==> src/rtl/sb_config_loader.sv <==
`default_nettype none
// ============================================================================
// Module   : sb_config_loader
// Purpose  : Loads a wide switch-box configuration word from a narrow
//            valid/ready word stream. Words are collected in a shadow
//            register and copied to config_out in one step on commit, so
//            the fabric never sees a partially loaded configuration.
// Revision : 1.0 - initial release
// ----------------------------------------------------------------------------
// Ports
//   clock        in   1             rising-edge clock
//   nreset       in   1             synchronous active-low reset
//   start        in   1             begin a new load (honoured in IDLE only)
//   abort        in   1             cancel the load (honoured in LOAD only)
//   data_in      in   WORD_WIDTH    configuration word
//   data_valid   in   1             data_in holds a valid word
//   data_ready   out  1             loader accepts a word this cycle
//   config_out   out  CONFIG_WIDTH  committed configuration
//   config_valid out  1             config_out holds a complete load
//   done         out  1             one-cycle pulse after commit
//   busy         out  1             state is not IDLE
//   word_count   out  clog2(N+1)    words accepted in the current load
// ============================================================================
module sb_config_loader #(
  parameter int CONFIG_WIDTH = 264,
  parameter int WORD_WIDTH   = 8
) (
  input  logic                                          clock,
  input  logic                                          nreset,
  input  logic                                          start,
  input  logic                                          abort,
  input  logic [WORD_WIDTH-1:0]                         data_in,
  input  logic                                          data_valid,
  output logic                                          data_ready,
  output logic [CONFIG_WIDTH-1:0]                       config_out,
  output logic                                          config_valid,
  output logic                                          done,
  output logic                                          busy,
  output logic [$clog2(CONFIG_WIDTH/WORD_WIDTH+1)-1:0]  word_count
);

  // CONFIG_WIDTH must be an exact multiple of WORD_WIDTH; any remainder
  // bits would never be written by a word.
  localparam int C_NUM_WORDS = CONFIG_WIDTH / WORD_WIDTH;
  localparam int C_CNT_W     = $clog2(C_NUM_WORDS + 1);

  localparam logic [C_CNT_W-1:0] C_LAST_IDX = C_CNT_W'(C_NUM_WORDS - 1);
  localparam logic [C_CNT_W-1:0] C_CNT_ONE  = C_CNT_W'(1);

  typedef enum logic [1:0] {
    ST_IDLE   = 2'd0,
    ST_LOAD   = 2'd1,
    ST_COMMIT = 2'd2
  } state_t;

  state_t                    r_state;
  state_t                    w_state_nxt;

  logic [CONFIG_WIDTH-1:0]   r_shadow;
  logic [CONFIG_WIDTH-1:0]   r_config;
  logic                      r_config_valid;
  logic                      r_done;
  logic [C_CNT_W-1:0]        r_word_count;

  logic                      w_in_idle;
  logic                      w_in_load;
  logic                      w_in_commit;
  logic                      w_accept;
  logic                      w_last_word;
  logic [C_NUM_WORDS-1:0]    w_word_we;

  // --------------------------------------------------------------------------
  // State decode and handshake
  // --------------------------------------------------------------------------
  assign w_in_idle   = (r_state == ST_IDLE);
  assign w_in_load   = (r_state == ST_LOAD);
  assign w_in_commit = (r_state == ST_COMMIT);

  // Abort wins over a simultaneous handshake: the word on that cycle is
  // dropped rather than written into the shadow register.
  assign w_accept    = w_in_load && data_valid && !abort;
  assign w_last_word = (r_word_count == C_LAST_IDX);

  // One write enable per word slot, selected by the running word count.
  genvar gi;
  generate
    for (gi = 0; gi < C_NUM_WORDS; gi++) begin : g_word_we
      assign w_word_we[gi] = w_accept && (r_word_count == C_CNT_W'(gi));
    end
  endgenerate

  // --------------------------------------------------------------------------
  // FSM state register
  // --------------------------------------------------------------------------
  always_ff @(posedge clock) begin
    if (!nreset) begin
      r_state <= ST_IDLE;
    end else begin
      r_state <= w_state_nxt;
    end
  end

  // --------------------------------------------------------------------------
  // FSM next-state logic
  // --------------------------------------------------------------------------
  always_comb begin
    w_state_nxt = r_state;
    case (r_state)
      ST_IDLE: begin
        // abort has no meaning here, so start alone decides.
        if (start) begin
          w_state_nxt = ST_LOAD;
        end
      end
      ST_LOAD: begin
        if (abort) begin
          w_state_nxt = ST_IDLE;
        end else if (w_accept && w_last_word) begin
          w_state_nxt = ST_COMMIT;
        end
      end
      ST_COMMIT: begin
        // Single-cycle state; start and abort are not looked at.
        w_state_nxt = ST_IDLE;
      end
      default: begin
        w_state_nxt = ST_IDLE;
      end
    endcase
  end

  // --------------------------------------------------------------------------
  // Word counter
  // --------------------------------------------------------------------------
  // Cleared when a load starts and on abort; otherwise it holds its final
  // value after a commit so the full count stays observable until the next
  // load begins. It can only reach C_NUM_WORDS, because the last accepted
  // word moves the FSM out of LOAD.
  always_ff @(posedge clock) begin
    if (!nreset) begin
      r_word_count <= '0;
    end else if (w_in_idle && start) begin
      r_word_count <= '0;
    end else if (w_in_load && abort) begin
      r_word_count <= '0;
    end else if (w_accept) begin
      r_word_count <= r_word_count + C_CNT_ONE;
    end
  end

  // --------------------------------------------------------------------------
  // Shadow register
  // --------------------------------------------------------------------------
  // Word k lands at bits [k*WORD_WIDTH +: WORD_WIDTH]; word 0 is the LSBs.
  always_ff @(posedge clock) begin
    if (!nreset) begin
      r_shadow <= '0;
    end else if (w_in_idle && start) begin
      r_shadow <= '0;
    end else begin
      for (int k = 0; k < C_NUM_WORDS; k++) begin
        if (w_word_we[k]) begin
          r_shadow[k*WORD_WIDTH +: WORD_WIDTH] <= data_in;
        end
      end
    end
  end

  // --------------------------------------------------------------------------
  // Committed configuration and done pulse
  // --------------------------------------------------------------------------
  // config_out is only ever written here, on the edge that ends COMMIT, so
  // the fabric sees the previous configuration throughout a load and the
  // new one appears in a single step.
  always_ff @(posedge clock) begin
    if (!nreset) begin
      r_config       <= '0;
      r_config_valid <= 1'b0;
      r_done         <= 1'b0;
    end else begin
      r_done <= 1'b0;
      if (w_in_commit) begin
        r_config       <= r_shadow;
        r_config_valid <= 1'b1;
        r_done         <= 1'b1;
      end
    end
  end

  // --------------------------------------------------------------------------
  // Outputs
  // --------------------------------------------------------------------------
  assign data_ready   = w_in_load;
  assign busy         = !w_in_idle;
  assign config_out   = r_config;
  assign config_valid = r_config_valid;
  assign done         = r_done;
  assign word_count   = r_word_count;

endmodule

`default_nettype wire
==> config.mk <==
export PLATFORM = sky130hd
export DESIGN_NAME = sb_config_loader
export DESIGN_NICKNAME = d
export VERILOG_FILES = /design/src/rtl/sb_config_loader.sv
export SDC_FILE = /design/constraint.sdc
export NUM_CORES = 1
export LEC_CHECK = 0
export CORE_UTILIZATION = 35
export DETAILED_ROUTE_END_ITERATION = 16
export PLACE_DENSITY = 0.63
export SLEW_MARGIN = 5
export SYNTH_ARGS = -nofsm -noshare
export SYNTH_HDL_FRONTEND = slang
export SYNTH_SLANG_ARGS = --single-unit
==> constraint.sdc <==
create_clock -name clock -period 3.57 [get_ports clock]
set_input_delay 0.714 -clock clock [delete_from_list [all_inputs] [get_ports clock]]
set_output_delay 0.714 -clock clock [all_outputs]
set_load 0.02 [all_outputs]
# == Word-level counts from Yosys, hierarchy flattened ==
# Index checks and enable logic that the tools add are counted.
# word_totals
reg_bits,538
elab_cells,125
input_bits,13
output_inout_bits,274
# op_classes
n_addsub,1
n_mux,5
n_eq_ne,36
reduce_logical,44
bitwise_logic,1
# op_table
op,n
$eq 6x5->1 const B,16
$eq 6x4->1 const B,8
$logic_and 1x1->1,37
$eq 6x3->1 const B,4
$eq 6x2->1 const B,2
$add 6x1->6 const B,1
$eq 6x1->1 const B,1
$eq 6x6->1 const B,1
$logic_not 6->1,1
$mux 2,3
$pmux 2 s2,1
$ne 3x2->1 const B,1
$reduce_or 3->1,1
$eq 2x1->1 const B,1
$eq 2x2->1 const B,1
$logic_not 1->1,2
$logic_not 2->1,1
$ne 2x2->1 const B,1
$reduce_and 2->1,1
$reduce_or 2->1,1
$mux 1,1
$not 1->1,1

# == Depth between registers and ports, before layout ==
# depth
depth_word,7
mapped_depth,7
mapped_depth_nobuf,4

# == Worst setup path before layout ==
# No wires, ideal clock.
# synth_path
path_kind,input-to-reg
from,in start
to,reg r_shadow[248]
setup_time_ns,0.125
required_ns,3.445
arrival_ns,1.635
cell_stages,6
setup_slack_ns,1.809
path_cell_list,or3b_4 -> buf_6 -> buf_6 -> buf_6 -> nand3_1 -> mux2i_1
# synth_via
elab_chain_len,2
# synth_lines
item,line,text
"start, declared",30,"input logic start,"
$logic_and 1x1->1,158,end else if (w_in_idle && start) begin
$reduce_or 2->1 (no source line),-,
"end signal, assigned by index",163,r_shadow[k*WORD_WIDTH +: WORD_WIDTH] <= data_in;
"end, declared",59,logic [CONFIG_WIDTH-1:0] r_shadow;
# No other way between the ends.
# A chain may end at the register's enable or synchronous reset.

# == Worst setup path in the final report ==
# layout_path
from,reg r_word_count[4] (netlist: word_count[4])
to,out word_count[4]
# layout_rtl
item,line,text
"start, declared",63,logic [C_CNT_W-1:0] r_word_count;
"start signal, assigned",147,r_word_count <= r_word_count + C_CNT_ONE;
"end, declared",39,output logic [$clog2(CONFIG_WIDTH/WORD_WIDTH+1)-1:0] word_count
# No word-level cell between the ends.

==> out/metrics.csv <==
stage,metric,value,unit
status,outcome,finished clean,
clock_tree,cts.repair.resized,0,
routing,wl_per_cell,18.6,µm
yosys,synth_seq_cells,538,
yosys,async_reset_ff_share,0,%
routing,route.vias.total,15800,
pwr,pwr-share-comb,3.1,%
timing,setup_total_negative_slack,0,ps
clock_tree,tritoncts_clock_tree,built,
setup_path,timing.critical_path.slowest_cell_delay,790,ps
setup_path,timing.critical_path.required,2860,ps
clock_tree,worstSkewPairLatency,590,ps
floorplan,die_area,57500,µm²
yosys,synth_seq_area_share,54.4,%
timing,finalSetupViolations,0,
finish,fillers,5325,
pwr,pwr_density_cell,487,nW/µm²
routing,post_drt_via_cell_ratio,5.07,
pwr,swShare,22.2,%
job,max-cap-violations,0,
setup_path,critical-path-slowest-cell,clkdlybuf4s50_1,
setup_path,timing.setup.critical_path_class,reg -> out,
grt,grt_antenna_before_repair,0,
setup_path,worstPathArrival,2110,ps
timing,fin_worst_skew,15.9,ps
clock_tree,clock_tree.htree_level_count,2,
grt,grt_max_degree,180,
finish,flow.area_growth_from_synthesis,25.8,%
yosys,synth-edff-count,0,
timing,finalWorstPathRequiredPeriod,2830,ps
routing,detail-route-antenna-nets,0,
floorplan,die-width,240,µm
timing,setup_repair_after_global_routing_missed_its_margin,false,
yosys,synth.area.top_cells,"dfxtp_1, mux2i_1, nand2_1, a21oi_1, nand3_1",
pwr,power_frac_seq,49.5,%
clock_tree,tritoncts.num_buffers,55,
setup_path,worst_setup_path_end_kind,output port,
grt,first_global_vias,15300,
setup_path,critical_path.startpoint_type,flop,
place,dpl_cell_area,23100,µm²
finish,post_route_cells_drive_above_1_share,7.06,%
setup_path,critical_path.cell_chain,clkdlybuf4s50_1,
yosys,synth.distinct_cells,33,
yosys,library_cell_with_the_largest_summed_area_after_synthesis,dfxtp_1,
place,port_buffers,286,
timing,postLayoutSetupSlackWorst,742,ps
place,gpl.final_weighted_congestion,0.740,
setup_path,worstPathMaxFanout,13,
timing,timing.max_slew.rel_slack,31.4,%
yosys,yosys.area.top_type_share,54.4,%
grt,global_route_wire_length_before_repair,87600,µm
clock_tree,clock-root-buffer,clkbuf_16,
yosys,net_count_after_synthesis,2161,
yosys,syn_area_per_cell,9.24,µm²
grt,total_track_usage,19.6,%
clock_tree,max-clock-path-buffers,3,
timing,timing_hold_violations_final,0,
pwr,internal_power,9.44,mW
floorplan,boundaryPins,287,
timing,fmaxAchievable,0.354,GHz
finish,finalInstanceArea,24900,µm²
yosys,synthCells,2144,
yosys,ys_warn_count,0,
place,place_ws,301,ps
clock_tree,cts_hold_repair.buffers,0,
timing,whs,445,ps
floorplan,floorplan.rows,86,
timing,tightestPinTransition,1030,ps
setup_path,critical_path_buf_inv_count,1,
routing,drt_first_iter_violations,1152,
pwr,ir_drop,0.333,mV
timing,timing_max_transition_violations_final,0,
routing,drt-pass1-iter-count,7,
routing,postRouteWirelength,58000,µm
yosys,yosys_most_used_dff,dfxtp_1,
floorplan,die-height,240,µm
clock_tree,cts_post_setup_buffers_inserted,0,
routing,remaining_drc_errors,0,
place,hpwlAfterDp,35300,µm
clock_tree,clock-sinks,538,
floorplan,initial_core_util,35.7,%
timing,min_period_over_period,79.2,%
pwr,power_leakage,9.75,nW
clock_tree,clkSlewWorstSetupHoldPaths,60,ps
worst_hold_path,min-delay-path-class,reg -> reg,
yosys,synth.cell_area,19800,µm²
finish,layout.nets,2343,
pwr,clkPwrFrac,47.3,%
setup_path,cp_top_family,buffers and inverters,
floorplan,core-area,55500,µm²
pwr,power.switching,2.69,mW
grt,global_route.overflow_total,0,
==> through the flow <==
step	util, %	instances	power (mW)
floorplan	-	2144	6.38
global placement	41.6	3017	6.52
detailed placement	41.6	3017	6.52
CTS	44.9	3115	12.2
global route	44.9	3115	12.5
finish	44.9	3116	12.1
==> power by group through the flow <==
stage,clock (mW),sequential [mW],combinational (mW)
final,5.74,6.01,0.380
after global routing,6.11,6.00,0.401
after CTS,5.85,6.01,0.383
after detailed placement,0,6.14,0.383
after global placement,0,6.14,0.377
after floorplan,0,6.14,0.240
==> layout make-up <==
| cell class | count | area (µm²) | share of cell area, % |
|---|---|---|---|
| multi-input cells | 1411 | 8100 | 32.5 |
| clock buffers | 81 | 1620 | 6.52 |
| repair buffers | 316 | 3280 | 13.2 |
| diodes | 1 | 2.50 | 0.0100 |
| inverters | 4 | 22.5 | 0.0904 |
| well taps | 748 | 936 | 3.76 |
| flip-flops and latches | 538 | 10800 | 43.2 |
| clock inverters | 17 | 181 | 0.728 |
==> cells by family after synthesis <==
group	after synthesis	share of synthesized area, %
compound gates	276	7.01
fa+ha+maj	4	0.253
simple gates	866	20.2
mux	265	13.4
flops	538	54.4
buf+inv	195	4.81
==> per-layer routing <==
metal	wire length (µm)	track usage [%]	vias to the layer above
met5	0	0	-
met4	1400	6.47	0
met3	3100	3.43	85
met2	26600	30.9	415
met1	26900	26.9	7705
li1	-	-	7583
==> Yosys cell counts, drive strengths merged, types with 3 or more instances <==
master  instances
dfxtp         538
nand2         533
nand3         306
a21oi         270
mux2i         265
buf           117
clkbuf         74
and4bb          5
ha              4
inv             4
nor4b           4
o21ai           4
nor2            3
nor2b           3
or3             3
==> worst register-to-register path: cells and delay by family, from the launching register on <==
family / cells / cell delay (ps)
mux: 1 / 160
simple gates: 2 / 1220
buf+inv: 1 / 420
flops: 1 / 530
==> worst paths after layout <==
check / from / endpoint / slack, ps / cells after the start
setup / recovery: word_count[4]$_SDFFE_PP0P_ / word_count[4] / 740 / 1
setup reg to reg: r_state[1]$_SDFFE_PN0P_ / r_shadow[21]$_SDFFE_PP0P_ / 1150 / 4
hold / removal: r_shadow[241]$_SDFFE_PP0P_ / config_out[241]$_SDFFE_PN0P_ / 440 / 2
hold reg to reg: r_shadow[241]$_SDFFE_PP0P_ / config_out[241]$_SDFFE_PN0P_ / 440 / 2
==> state kept, by name (all words and copies together), names as in the netlist <==
| name | count |
|---|---|
| word_count | 6 |
| r_state | 2 |
| done | 1 |
| config_out | 264 |
| r_shadow | 264 |
| config_valid | 1 |
==> cells in the final DEF (no fill, tap or decap), types with 2 or more instances in the layout <==
cell type,Yosys,final
nor2_1,3,3
inv_1,3,3
nand2_1,533,533
clkbuf_16,0,55
ha_1,4,4
bufinv_16,0,3
nand3_2,36,36
and4bb_2,4,4
dfxtp_1,538,538
inv_6,0,3
buf_12,0,15
clkinvlp_4,0,4
clkbuf_1,74,11
nand3_1,270,270
nor4b_4,3,3
clkbuf_8,0,16
clkdlybuf4s50_1,0,285
or3_1,3,3
nor2b_1,3,2
mux2i_1,265,265
o21ai_0,4,4
buf_4,7,15
a21oi_1,270,270
clkinv_2,0,7
(Power assumes the default switching activity.)
==> RTL change, RTL diff (same flow settings) <==
Set the parameter `CONFIG_WIDTH` to 132 (it was 264).
--- a/src/rtl/sb_config_loader.sv
+++ b/src/rtl/sb_config_loader.sv
@@ -22,7 +22,7 @@
 //   word_count   out  clog2(N+1)    words accepted in the current load
 // ============================================================================
 module sb_config_loader #(
-  parameter int CONFIG_WIDTH = 264,
+  parameter int CONFIG_WIDTH = 132,
   parameter int WORD_WIDTH   = 8
 ) (
   input  logic                                          clock,
Interface: changed (resized config_out and word_count); port bits go from 287 to 154. The function was not compared with the original's and may differ.
==> RTL change against the unedited design <==
Core utilization decreased by 0.43 points. Total power decreased by 50%. Synthesized area decreased by 48%. Setup slack improved by 0.15 ns. Sequential power decreased by 51%. Wire length decreased by 56%. Design area decreased by 49%. Critical path depth increased by 1. Sequential cell count decreased by 273.
==> RTL change: results (changes against the unedited design) <==
* H-Tree Depth at 1 (-1)
* First-iteration detailed-routing DRC count at 446 (-61%)
* Cell count after placement at 1538 (-49%)
* Fill count at 2802 (-47%)
* Non-Clock Buffer Count at 159 (-50%)
* GP Congestion at 0.8019 (+8.4%)
* Top cells by count, synth: dfxtp_1, nand2_1, nand3_1
* Final core utilization at 44.44% (-0.43 points)
* Sequential cell area share at 41.59% (-1.6 points)
* Rel. slew slack at 24.46% (-6.9 points)
* WHS Endpoint: config_out[124]$_SDFFE_PN0P_
* Post-route insts no fill at 1588 (-49%)
* Worst path slowest cell: dfxtp_1
* Seq/Total Area, Yosys at 51.91% (-2.5 points)
* Largest net degree at the start of global routing at 146 (-19%)
* DP Area at 11850 µm² (-49%)
* Setup crit end: busy
* Number of buffers created by CTS at 29 (-47%)
* First-pass iteration count of the detailed router at 4 (-3)
* Syn_area_per_cell at 9.410 µm² (+1.9%)
* First-pass GRT wire length at 40.98 mm (-53%)
* Vias in the first global route at 7582 (-50%)
* Global Route Usage Sum at 16.77% (-2.8 points)
* Pre-CTS setup slack at 0.8992 ns (+0.5977 ns)
* Outcome: finished, final reports clean
* Worst reg2reg path startpoint: r_state[0]$_SDFFE_PN0P_
* Reg2reg setup slack at 1.19 ns (+0.04 ns)
* Multi-input logic area at 4437 µm² (-45%)
* Clk sinks at 265 (-51%)
* Final WS setup at 0.8930 ns (+0.1505 ns)
* IO buf count at 149 (-48%)
* Clkbuf count at 42 (-48%)
* Final net count at 1203 (-49%)
* Wire per inst at 15.97 µm (-14%)
* Clk cell area share at 7.131% (-0.12 points)
* Die span in x at 172.9 µm (-28%)
* Max incr delay on CP at 0.64 ns (-0.15 ns)
* Worst Reg-to-Reg Cells at 3 (-1)
* Static Leakage at 4.911 nW (-50%)
* Critical path origin: r_state[1]$_SDFFE_PN0P_
* Hpwl dp at 15.27 mm (-57%)
* Top cell family by delay on the critical path: flip-flops
* Final Skew at 0.006861 ns (-0.009035 ns)
* Hold_sp: r_shadow[124]$_SDFFE_PP0P_
* Crit path arrival time at 1.96 ns (-0.15 ns)
* VDD IR-drop max at 0.2715 mV (-18%)
* Yosys cell types at 34 (+3.0%)
* Share of layout cells above drive strength 1 at 6.811% (-0.24 points)
## RTL change: through the flow
step / hold WS, ns / total power [mW]
floorplan: 0.4273 / 3.166
global placement: 0.4398 / 3.226
detailed placement: 0.4464 / 3.226
CTS: 0.4549 / 6.094
global route: 0.4719 / 6.237
finish: 0.4492 / 6.033
## RTL change: kinds of logic after synthesis
group	Yosys count	share of synthesized area, %
compound gates	155	10.77
fa+ha+maj	5	0.6121
buf+inv	99	4.909
flops	265	51.91
mux	121	11.85
other cells	1	0.03669
simple gates	440	19.91
## RTL change: report_power, final
group          internal [mW]  leakage (nW)  switching (mW)
Combinational         0.0563          2.34           0.140
Sequential              2.96          2.13         0.00409
Clock                   1.71         0.441            1.16
Total                   4.73          4.91            1.30
## RTL change: routing by layer
metal	routed length [µm]	track usage (%)	vias to the layer above
li1	-	-	3845
met1	12220	22.69	3694
met2	11270	26.90	157
met3	1423	3.848	35
met4	460	4.277	0
met5	0	0	-
